`src/rtl/multicycle_ctrl_if.sv`:
```
// Control-side bundle between the multicycle controller and the RV32I datapath/memory.
// master = controller, slave = datapath/memory side.
interface multicycle_ctrl_if;
  logic [31:0] instr;
  logic        mem_ready;
  logic        branch_taken;

  logic        mem_req;
  logic        mem_we;
  logic        mem_addr_sel;
  logic        ir_we;
  logic        pc_we;
  logic        pc_sel;
  logic        reg_we;
  logic [1:0]  wb_sel;
  logic        alu_src_b;
  logic [1:0]  alu_op;
  logic        instret;
  logic        illegal;
  logic        bus_err;
  logic [2:0]  state_o;

  modport master (
    input  instr, mem_ready, branch_taken,
    output mem_req, mem_we, mem_addr_sel, ir_we, pc_we, pc_sel, reg_we,
           wb_sel, alu_src_b, alu_op, instret, illegal, bus_err, state_o
  );

  modport slave (
    output instr, mem_ready, branch_taken,
    input  mem_req, mem_we, mem_addr_sel, ir_we, pc_we, pc_sel, reg_we,
           wb_sel, alu_src_b, alu_op, instret, illegal, bus_err, state_o
  );
endinterface

```
`src/rtl/multicycle_ctrl.sv`:
```
// Multi-cycle RV32I control FSM: sequences fetch/decode/exec/mem/writeback over one
// shared memory port and drives every datapath enable and mux select.
module multicycle_ctrl #(
  parameter int MEM_TIMEOUT = 15,
  parameter int TO_W        = 8
) (
  input  logic                clk,
  input  logic                reset,
  multicycle_ctrl_if.master   bus
);

  typedef enum logic [2:0] {
    FETCH  = 3'd0,
    DECODE = 3'd1,
    EXEC   = 3'd2,
    MEM    = 3'd3,
    WB     = 3'd4,
    TRAP   = 3'd7
  } state_e;

  typedef enum logic [2:0] {
    OC_NONE, OC_LOAD, OC_OPIMM, OC_OP, OC_STORE, OC_BRANCH, OC_JAL, OC_LUI
  } opclass_e;

  typedef struct packed {
    logic       mem_req;
    logic       mem_we;
    logic       mem_addr_sel;
    logic       ir_we;
    logic       pc_we;
    logic       pc_sel;
    logic       reg_we;
    logic [1:0] wb_sel;
    logic       alu_src_b;
    logic [1:0] alu_op;
    logic       instret;
  } ctl_t;

  localparam logic [6:0] OPC_LOAD   = 7'b0000011;
  localparam logic [6:0] OPC_OPIMM  = 7'b0010011;
  localparam logic [6:0] OPC_OP     = 7'b0110011;
  localparam logic [6:0] OPC_STORE  = 7'b0100011;
  localparam logic [6:0] OPC_BRANCH = 7'b1100011;
  localparam logic [6:0] OPC_JAL    = 7'b1101111;
  localparam logic [6:0] OPC_LUI    = 7'b0110111;

  state_e          state_q, state_d;
  opclass_e        opclass_q, opclass_d;
  logic [TO_W-1:0] to_q, to_d;
  logic            illegal_q, illegal_d;
  logic            bus_err_q, bus_err_d;

  opclass_e        dec_class;
  logic            dec_illegal;
  logic            to_expired;
  ctl_t            ctl;
  logic            unused_instr;

  // {alu_op, alu_src_b} for an opclass; WB keeps the same values EXEC produced.
  function automatic logic [2:0] alu_ctrl(input opclass_e oc);
    case (oc)
      OC_OP:              return 3'b10_0;
      OC_OPIMM:           return 3'b10_1;
      OC_LOAD, OC_STORE:  return 3'b00_1;
      OC_LUI:             return 3'b11_1;
      OC_BRANCH:          return 3'b01_0;
      default:            return 3'b00_0;
    endcase
  endfunction

  assign unused_instr = ^{bus.instr[31:15], bus.instr[11:7]};
  assign to_expired   = (to_q == TO_W'(MEM_TIMEOUT));

  always_comb begin
    dec_class   = OC_NONE;
    dec_illegal = 1'b0;
    case (bus.instr[6:0])
      OPC_LOAD:   dec_class = OC_LOAD;
      OPC_OPIMM:  dec_class = OC_OPIMM;
      OPC_OP:     dec_class = OC_OP;
      OPC_STORE:  dec_class = OC_STORE;
      OPC_JAL:    dec_class = OC_JAL;
      OPC_LUI:    dec_class = OC_LUI;
      OPC_BRANCH: begin
        if (bus.instr[14:13] == 2'b01) dec_illegal = 1'b1;
        else                           dec_class   = OC_BRANCH;
      end
      default:    dec_illegal = 1'b1;
    endcase
  end

  always_comb begin
    // NOTE: every signal written here gets a default first, so no path can infer a latch.
    state_d   = state_q;
    opclass_d = opclass_q;
    to_d      = '0;
    illegal_d = illegal_q;
    bus_err_d = bus_err_q;
    ctl       = '0;

    case (state_q)
      FETCH: begin
        ctl.mem_req = 1'b1;
        if (bus.mem_ready) begin
          ctl.ir_we = 1'b1;
          state_d   = DECODE;
        end else if (to_expired) begin
          bus_err_d = 1'b1;
          state_d   = TRAP;
        end else begin
          to_d = to_q + TO_W'(1);
        end
      end

      DECODE: begin
        opclass_d = dec_class;
        if (dec_illegal) begin
          illegal_d = 1'b1;
          state_d   = TRAP;
        end else begin
          state_d = EXEC;
        end
      end

      EXEC: begin
        {ctl.alu_op, ctl.alu_src_b} = alu_ctrl(opclass_q);
        case (opclass_q)
          OC_LOAD, OC_STORE:              state_d = MEM;
          OC_OP, OC_OPIMM, OC_LUI, OC_JAL: state_d = WB;
          OC_BRANCH: begin
            ctl.pc_we   = 1'b1;
            ctl.pc_sel  = bus.branch_taken;
            ctl.instret = 1'b1;
            state_d     = FETCH;
          end
          default:                        state_d = FETCH;
        endcase
      end

      MEM: begin
        ctl.mem_req      = 1'b1;
        ctl.mem_addr_sel = 1'b1;
        ctl.alu_src_b    = 1'b1;
        ctl.mem_we       = (opclass_q == OC_STORE);
        if (bus.mem_ready) begin
          if (opclass_q == OC_STORE) begin
            ctl.pc_we   = 1'b1;
            ctl.instret = 1'b1;
            state_d     = FETCH;
          end else begin
            state_d = WB;
          end
        end else if (to_expired) begin
          bus_err_d = 1'b1;
          state_d   = TRAP;
        end else begin
          to_d = to_q + TO_W'(1);
        end
      end

      WB: begin
        {ctl.alu_op, ctl.alu_src_b} = alu_ctrl(opclass_q);
        ctl.reg_we  = 1'b1;
        ctl.pc_we   = 1'b1;
        ctl.instret = 1'b1;
        ctl.pc_sel  = (opclass_q == OC_JAL);
        case (opclass_q)
          OC_LOAD: ctl.wb_sel = 2'd1;
          OC_JAL:  ctl.wb_sel = 2'd2;
          OC_LUI:  ctl.wb_sel = 2'd3;
          default: ctl.wb_sel = 2'd0;
        endcase
        state_d = FETCH;
      end

      TRAP:    state_d = TRAP;
      default: state_d = FETCH;
    endcase
  end

  always_ff @(posedge clk or posedge reset) begin
    if (reset) begin
      state_q   <= FETCH;
      opclass_q <= OC_NONE;
      to_q      <= '0;
      illegal_q <= 1'b0;
      bus_err_q <= 1'b0;
    end else begin
      // NOTE: sequential state uses non-blocking assignment so all registers update together.
      state_q   <= state_d;
      opclass_q <= opclass_d;
      to_q      <= to_d;
      illegal_q <= illegal_d;
      bus_err_q <= bus_err_d;
    end
  end

  // Reset state is FETCH, whose outputs are non-zero, so the strobes are gated by reset.
  ctl_t ctl_out;
  assign ctl_out = reset ? '0 : ctl;

  assign bus.mem_req      = ctl_out.mem_req;
  assign bus.mem_we       = ctl_out.mem_we;
  assign bus.mem_addr_sel = ctl_out.mem_addr_sel;
  assign bus.ir_we        = ctl_out.ir_we;
  assign bus.pc_we        = ctl_out.pc_we;
  assign bus.pc_sel       = ctl_out.pc_sel;
  assign bus.reg_we       = ctl_out.reg_we;
  assign bus.wb_sel       = ctl_out.wb_sel;
  assign bus.alu_src_b    = ctl_out.alu_src_b;
  assign bus.alu_op       = ctl_out.alu_op;
  assign bus.instret      = ctl_out.instret;
  assign bus.illegal      = illegal_q;
  assign bus.bus_err      = bus_err_q;
  assign bus.state_o      = state_q;

endmodule

```
`src/flat_wrapper.sv`:
```
// flat-port wrapper written by rule: the top's interface ports become plain ports
module multicycle_ctrl_flat 
#(
  parameter int MEM_TIMEOUT = 15,
  parameter int TO_W        = 8
)
  (clk, reset, bus_instr, bus_mem_ready, bus_branch_taken, bus_mem_req, bus_mem_we, bus_mem_addr_sel, bus_ir_we, bus_pc_we, bus_pc_sel, bus_reg_we, bus_wb_sel, bus_alu_src_b, bus_alu_op, bus_instret, bus_illegal, bus_bus_err, bus_state_o);
  multicycle_ctrl_if bus_i ();
  input  logic clk;
  input  logic reset;
  input wire logic [$bits(bus_i.instr)-1:0] bus_instr;
  input wire logic [$bits(bus_i.mem_ready)-1:0] bus_mem_ready;
  input wire logic [$bits(bus_i.branch_taken)-1:0] bus_branch_taken;
  output wire logic [$bits(bus_i.mem_req)-1:0] bus_mem_req;
  output wire logic [$bits(bus_i.mem_we)-1:0] bus_mem_we;
  output wire logic [$bits(bus_i.mem_addr_sel)-1:0] bus_mem_addr_sel;
  output wire logic [$bits(bus_i.ir_we)-1:0] bus_ir_we;
  output wire logic [$bits(bus_i.pc_we)-1:0] bus_pc_we;
  output wire logic [$bits(bus_i.pc_sel)-1:0] bus_pc_sel;
  output wire logic [$bits(bus_i.reg_we)-1:0] bus_reg_we;
  output wire logic [$bits(bus_i.wb_sel)-1:0] bus_wb_sel;
  output wire logic [$bits(bus_i.alu_src_b)-1:0] bus_alu_src_b;
  output wire logic [$bits(bus_i.alu_op)-1:0] bus_alu_op;
  output wire logic [$bits(bus_i.instret)-1:0] bus_instret;
  output wire logic [$bits(bus_i.illegal)-1:0] bus_illegal;
  output wire logic [$bits(bus_i.bus_err)-1:0] bus_bus_err;
  output wire logic [$bits(bus_i.state_o)-1:0] bus_state_o;
  assign bus_i.instr = bus_instr;
  assign bus_i.mem_ready = bus_mem_ready;
  assign bus_i.branch_taken = bus_branch_taken;
  assign bus_mem_req = bus_i.mem_req;
  assign bus_mem_we = bus_i.mem_we;
  assign bus_mem_addr_sel = bus_i.mem_addr_sel;
  assign bus_ir_we = bus_i.ir_we;
  assign bus_pc_we = bus_i.pc_we;
  assign bus_pc_sel = bus_i.pc_sel;
  assign bus_reg_we = bus_i.reg_we;
  assign bus_wb_sel = bus_i.wb_sel;
  assign bus_alu_src_b = bus_i.alu_src_b;
  assign bus_alu_op = bus_i.alu_op;
  assign bus_instret = bus_i.instret;
  assign bus_illegal = bus_i.illegal;
  assign bus_bus_err = bus_i.bus_err;
  assign bus_state_o = bus_i.state_o;
  multicycle_ctrl #(.MEM_TIMEOUT(MEM_TIMEOUT), .TO_W(TO_W)) u_core (.clk(clk), .reset(reset), .bus(bus_i));
endmodule
```
`config.mk`:
```
export PLATFORM = sky130hd
export DESIGN_NAME = multicycle_ctrl_flat
export DESIGN_NICKNAME = d
export VERILOG_FILES = /design/src/rtl/multicycle_ctrl_if.sv /design/src/rtl/multicycle_ctrl.sv /design/src/flat_wrapper.sv
export SDC_FILE = /design/constraint.sdc
export NUM_CORES = 1
export LEC_CHECK = 0
export ABC_AREA = 1
export CORE_ASPECT_RATIO = 0.6
export CORE_MARGIN = 4
export CORE_UTILIZATION = 44
export DETAILED_ROUTE_END_ITERATION = 10
export PLACE_DENSITY = 0.85
export RECOVER_POWER = 25
export SYNTH_ARGS = -nofsm -noshare
export SYNTH_HDL_FRONTEND = slang
export SYNTH_SLANG_ARGS = --single-unit
```
`constraint.sdc`:
```
create_clock -name clk -period 2.8 [get_ports clk]
set_input_delay 0.56 -clock clk [delete_from_list [all_inputs] [get_ports clk]]
set_output_delay 0.56 -clock clk [all_outputs]
set_load 0.05 [all_outputs]
```
Word level (Yosys, flattened, before mapping)
Cells that the tools add are included.
{"block": "word_totals", "register_bits": 16, "out_inout_bits": 18, "elab_cells": 67}
{"block": "op_classes", "addsub": 1, "n_eq_ne": 21, "muxes": 31, "bitwise_logic": 1, "reduce_logical": 8}
{"cell": "3-bit one-hot mux with 5 select lines", "count": 2}
{"cell": "8-bit 2-to-1 mux", "count": 3}
{"cell": "7-bit by 6-bit == test with 1-bit output (second input constant)", "count": 3}
{"cell": "3-bit 2-to-1 mux", "count": 7}
{"cell": "3-bit one-hot mux with 7 select lines", "count": 1}
{"cell": "3-bit == test (second input constant)", "count": 6}
{"cell": "7-bit == test (second input constant)", "count": 2}
{"cell": "13-bit 2-to-1 mux", "count": 1}
{"cell": "3-bit by 2-bit == test with 1-bit output (second input constant)", "count": 4}
{"cell": "8-bit by 1-bit adder with 8-bit output (second input constant)", "count": 1}
{"cell": "8-bit by 4-bit == test with 1-bit output (second input constant)", "count": 1}
{"cell": "7-bit by 2-bit == test with 1-bit output (second input constant)", "count": 1}
{"cell": "7-bit by 5-bit == test with 1-bit output (second input constant)", "count": 1}
{"cell": "1-bit 2-to-1 mux", "count": 7}
{"cell": "3-bit by 1-bit == test with 1-bit output (second input constant)", "count": 2}
{"cell": "2-bit 2-to-1 mux", "count": 3}
{"cell": "1-bit one-hot mux with 2 select lines", "count": 3}
{"cell": "1-bit one-hot mux with 3 select lines", "count": 2}
{"cell": "2-bit one-hot mux with 3 select lines", "count": 1}
{"cell": "3-bit one-hot mux with 2 select lines", "count": 1}
{"cell": "2-bit OR reduction", "count": 3}
{"cell": "6-bit OR reduction", "count": 1}
{"cell": "4-bit OR reduction", "count": 1}
{"cell": "3-bit logical NOT", "count": 1}
{"cell": "4 further kinds", "count": 4}

Longest topological paths before layout
{"block": "depth", "depth_word": 5, "mapped_depth": 8}

Worst setup path before layout
Ideal clock, no wire load.
{"block": "synth_path", "kind": "register to output", "from": "reg u_core.state_q[1], in the netlist u_core.bus.state_o[1]", "to": "out bus_pc_we", "arrival_ns": 2.253, "path_slack_ns": -0.013, "stages_incl_launch_ff": 8, "n_path_buf": 1, "cell_sequence": "dfrtp_1 -> nand2_1 -> nor2_2 -> inv_2 -> o21ai_1 -> nor2_1 -> nor2_1 -> buf_4"}
{"block": "synth_between", "elab_chain_cells": 3, "elab_cells_between_ends": 5, "cone_classes": "eq/ne: 3; mux: 2"}
{"element": "from (decl)", "line": "multicycle_ctrl.sv:47", "rtl": "state_e state_q, state_d;"}
{"element": "from (signal assigned)", "line": "multicycle_ctrl.sv:190", "rtl": "state_q <= state_d;"}
{"element": "3-bit == test / 3-bit by 2-bit == test with 1-bit output (equally long branches)", "line": "multicycle_ctrl.sv:101", "rtl": "case (state_q)"}
{"element": "1-bit one-hot mux with 3 select lines (*)", "line": "multicycle_ctrl.sv:101"}
{"element": "13-bit 2-to-1 mux (*)", "line": "multicycle_ctrl.sv:200", "rtl": "assign ctl_out = reset ? '0 : ctl;"}
{"element": "to (decl)", "line": "flat_wrapper.sv:18", "rtl": "output wire logic [$bits(bus_i.pc_we)-1:0] bus_pc_we;"}
Mark *: on every way between the ends. The rest lies on a longest branch, timed or not.

Final worst setup path
{"block": "layout_path", "from": "in bus_mem_ready", "to": "out bus_pc_we"}
{"block": "layout_between", "elab_chain_cells": 3}
{"element": "from (decl)", "line": "flat_wrapper.sv:12", "rtl": "input wire logic [$bits(bus_i.mem_ready)-1:0] bus_mem_ready;"}
{"element": "1-bit 2-to-1 mux", "line": "multicycle_ctrl.sv:145", "rtl": "if (bus.mem_ready) begin"}
{"element": "1-bit one-hot mux with 3 select lines", "line": "multicycle_ctrl.sv:101"}
{"element": "13-bit 2-to-1 mux", "line": "multicycle_ctrl.sv:200"}
No other way between the ends.

==> metrics <==
CTS Sinks 16; die width 74.32 um; Avg Vias per Cell 4.967; Power, Total 1156 uW; XOR/XNOR share of the synthesized area 0.01509; Die Y 47.79 um; Placed Instance Area 1609 um^2; worst-margin pin slew 858.1 ps; post-synthesis cell type count 25; gpl congestion 0.8477; Layout area overhead 43.00%; antenna violations before repair 0; clk_lat worst skew 260 ps; most common cell after layout, fill and taps aside nand2_1; most frequent cells in the layout nand2_1 (47), inv_1 (27), nor2_1 (27); Post-Syn Area 1161 um^2; async set-or-reset flop fraction in the synthesized netlist 1.000; largest family of logic cells by synthesized area simple AND/OR/NAND/NOR gates; port bufs 30; unrepaired setup endpoints after global routing no; Initial Utilization 0.4635; Worst EP required 2240 ps; Post-Syn Area per Cell 6.487 um^2; num rows 14; H-tree levels 1; cts bufs inserted 3; final WL 2774 um; hold violation total from the final report 0; pwr dens 696.5 nW/um^2; first-pass GRT wire length 4547 um; setup_tns 0 ps; Main synth FF type dfrtp_1; multiplexer share of the synthesized area 0; PostCTS Resize Cnt 0; Worst Skew 9.207 ps; simple-gate portion of the synthesized area 0.4440; Slew headroom 0.4279; final slew viol count 0; Nets 251; fin crit period 2405 ps; largest net degree at the start of global routing 17; sequential share of the synthesized area 0.3448; Crit. End Element primary output; clk slew on worst S/H paths 60 ps; critical path peak fanout 4; postcts setup bufs 0; post-route cell area 1660 um^2; # diodes 0; number of synthesized register bits 16; vias in the first global route 1065; total gr overflow 0; GR Util All Layers 0.1652; # setup viols final 0; die area 3552 um^2; I/O Pins 54; fin util 0.6628; VDD IR max 0.4564 mV; Tcrit/Tclk final 0.8588; Synth Net Count 216; initial DRC count 45; FMAX 415.9 MHz; core area 2505 um^2; CTS Hold Bufs 0; Adder-Cell Fraction of Synth Area 0.01078; Clock Tree Root clkbuf_8; detailed-route DRC error count 0; vias after detailed routing 1217; Filler cells 226; Post-DP HPWL 2235 um; first-pass iteration count of the detailed router 4; Max-Cap Viols 0; Routed WL per cell 11.32 um; Ys Warns 0; Worst setup SP type input port; complex-gate fraction of the synthesized area 0.07220; EDFF count, synth 0; LEAKAGE 0.0008050 uW; share of layout cells above drive strength 1 0.1784; Post-Synthesis Cells 179; Worst Hold Class flop to flop; Max clock buf depth 2; antenna-violating nets left 0; CTS tree yes; Arrival @ worst endpoint 1840 ps; outcome finished clean; Crit Path Class input port to primary output
[worst paths after layout]
check,from,cells after the start,end,slack (ps)
worst max-delay path,bus_mem_ready,6,bus_pc_we,400
worst max register to register,u_core.to_q[0]$_DFF_PP0_,7,u_core.bus.state_o[0]$_DFF_PP0_,1480
worst min-delay path,u_core.to_q[0]$_DFF_PP0_,1,u_core.to_q[0]$_DFF_PP0_,460
min in group asynchronous,reset,3,u_core.opclass_q[1]$_DFFE_PP0P_,1160
max in group asynchronous,reset,3,u_core.opclass_q[2]$_DFFE_PP0P_,1100
worst min register to register,u_core.to_q[0]$_DFF_PP0_,1,u_core.to_q[0]$_DFF_PP0_,460
[layout make-up]
cell class              count  area [um^2]  area share
flip-flops and latches     16        400.4      0.2411
inverters                  33        123.9     0.07460
well taps                  32        40.04     0.02411
clock buffers               4        55.05     0.03316
multi-input cells         129        631.9      0.3806
repair buffers             31        409.1      0.2464
[report_power, final]
group | internal [uW] | switching [uW] | leakage (uW) | total [uW]
combinational | 221 | 395 | 0.000563 | 616
sequential | 268 | 63.6 | 0.000213 | 332
clock | 125 | 83.5 | 0.0000288 | 208
[registers in the layout, indices dropped and copies added, names as in the netlist]
name	cells
u_core.bus.illegal	1
u_core.bus.bus_err	1
u_core.bus.state_o	3
u_core.to_q	8
u_core.opclass_q	3
[synth_stat cells (5+ instances only)]
master,number,share of area
inv_2,5,0.016
nand4_1,5,0.027
dfrtp_1,16,0.34
a21oi_1,5,0.022
nor2_1,28,0.091
o21ai_0,6,0.026
nand3_1,14,0.060
inv_1,27,0.087
nor3_2,5,0.043
nor2_2,5,0.027
nand2_1,47,0.15
[critical path, cell delays in order]
cell	delay [ps]
clkdlybuf4s50_1	570
nand3_1	130
o21ai_1	140
nor2_1	60
nor2_2	200
buf_12	170
[layer usage]
metal  track usage  up-vias  share of wire
met5             0        -              0
met4       0.03901        0         0.0068
met3       0.03983        2          0.080
met2        0.2553       38           0.40
met1        0.2366      543           0.51
li1              -      634              -
[logic make-up after synthesis]
| kind of cell | count (synthesis) |
|---|---|
| AO/OA/AOI/OAI | 15 |
| XOR/XNOR | 2 |
| adder cells (fa/ha/maj) | 1 |
| buffers and inverters | 34 |
| flip-flops | 16 |
| AND/OR/NAND/NOR | 111 |
[per-stage QoR]
| step | cells | hold WS (ps) | setup WS (ps) |
|---|---|---|---|
| floorplan | 179 | 430.4 | 31.19 |
| global placement | 241 | 446.9 | 417.6 |
| detailed placement | 241 | 448.8 | 417.1 |
| CTS | 245 | 463.5 | 381.4 |
| global route | 245 | 501.4 | 328.7 |
| finish | 245 | 462.7 | 395.5 |
Note: power is estimated with default switching activity, not from simulation.
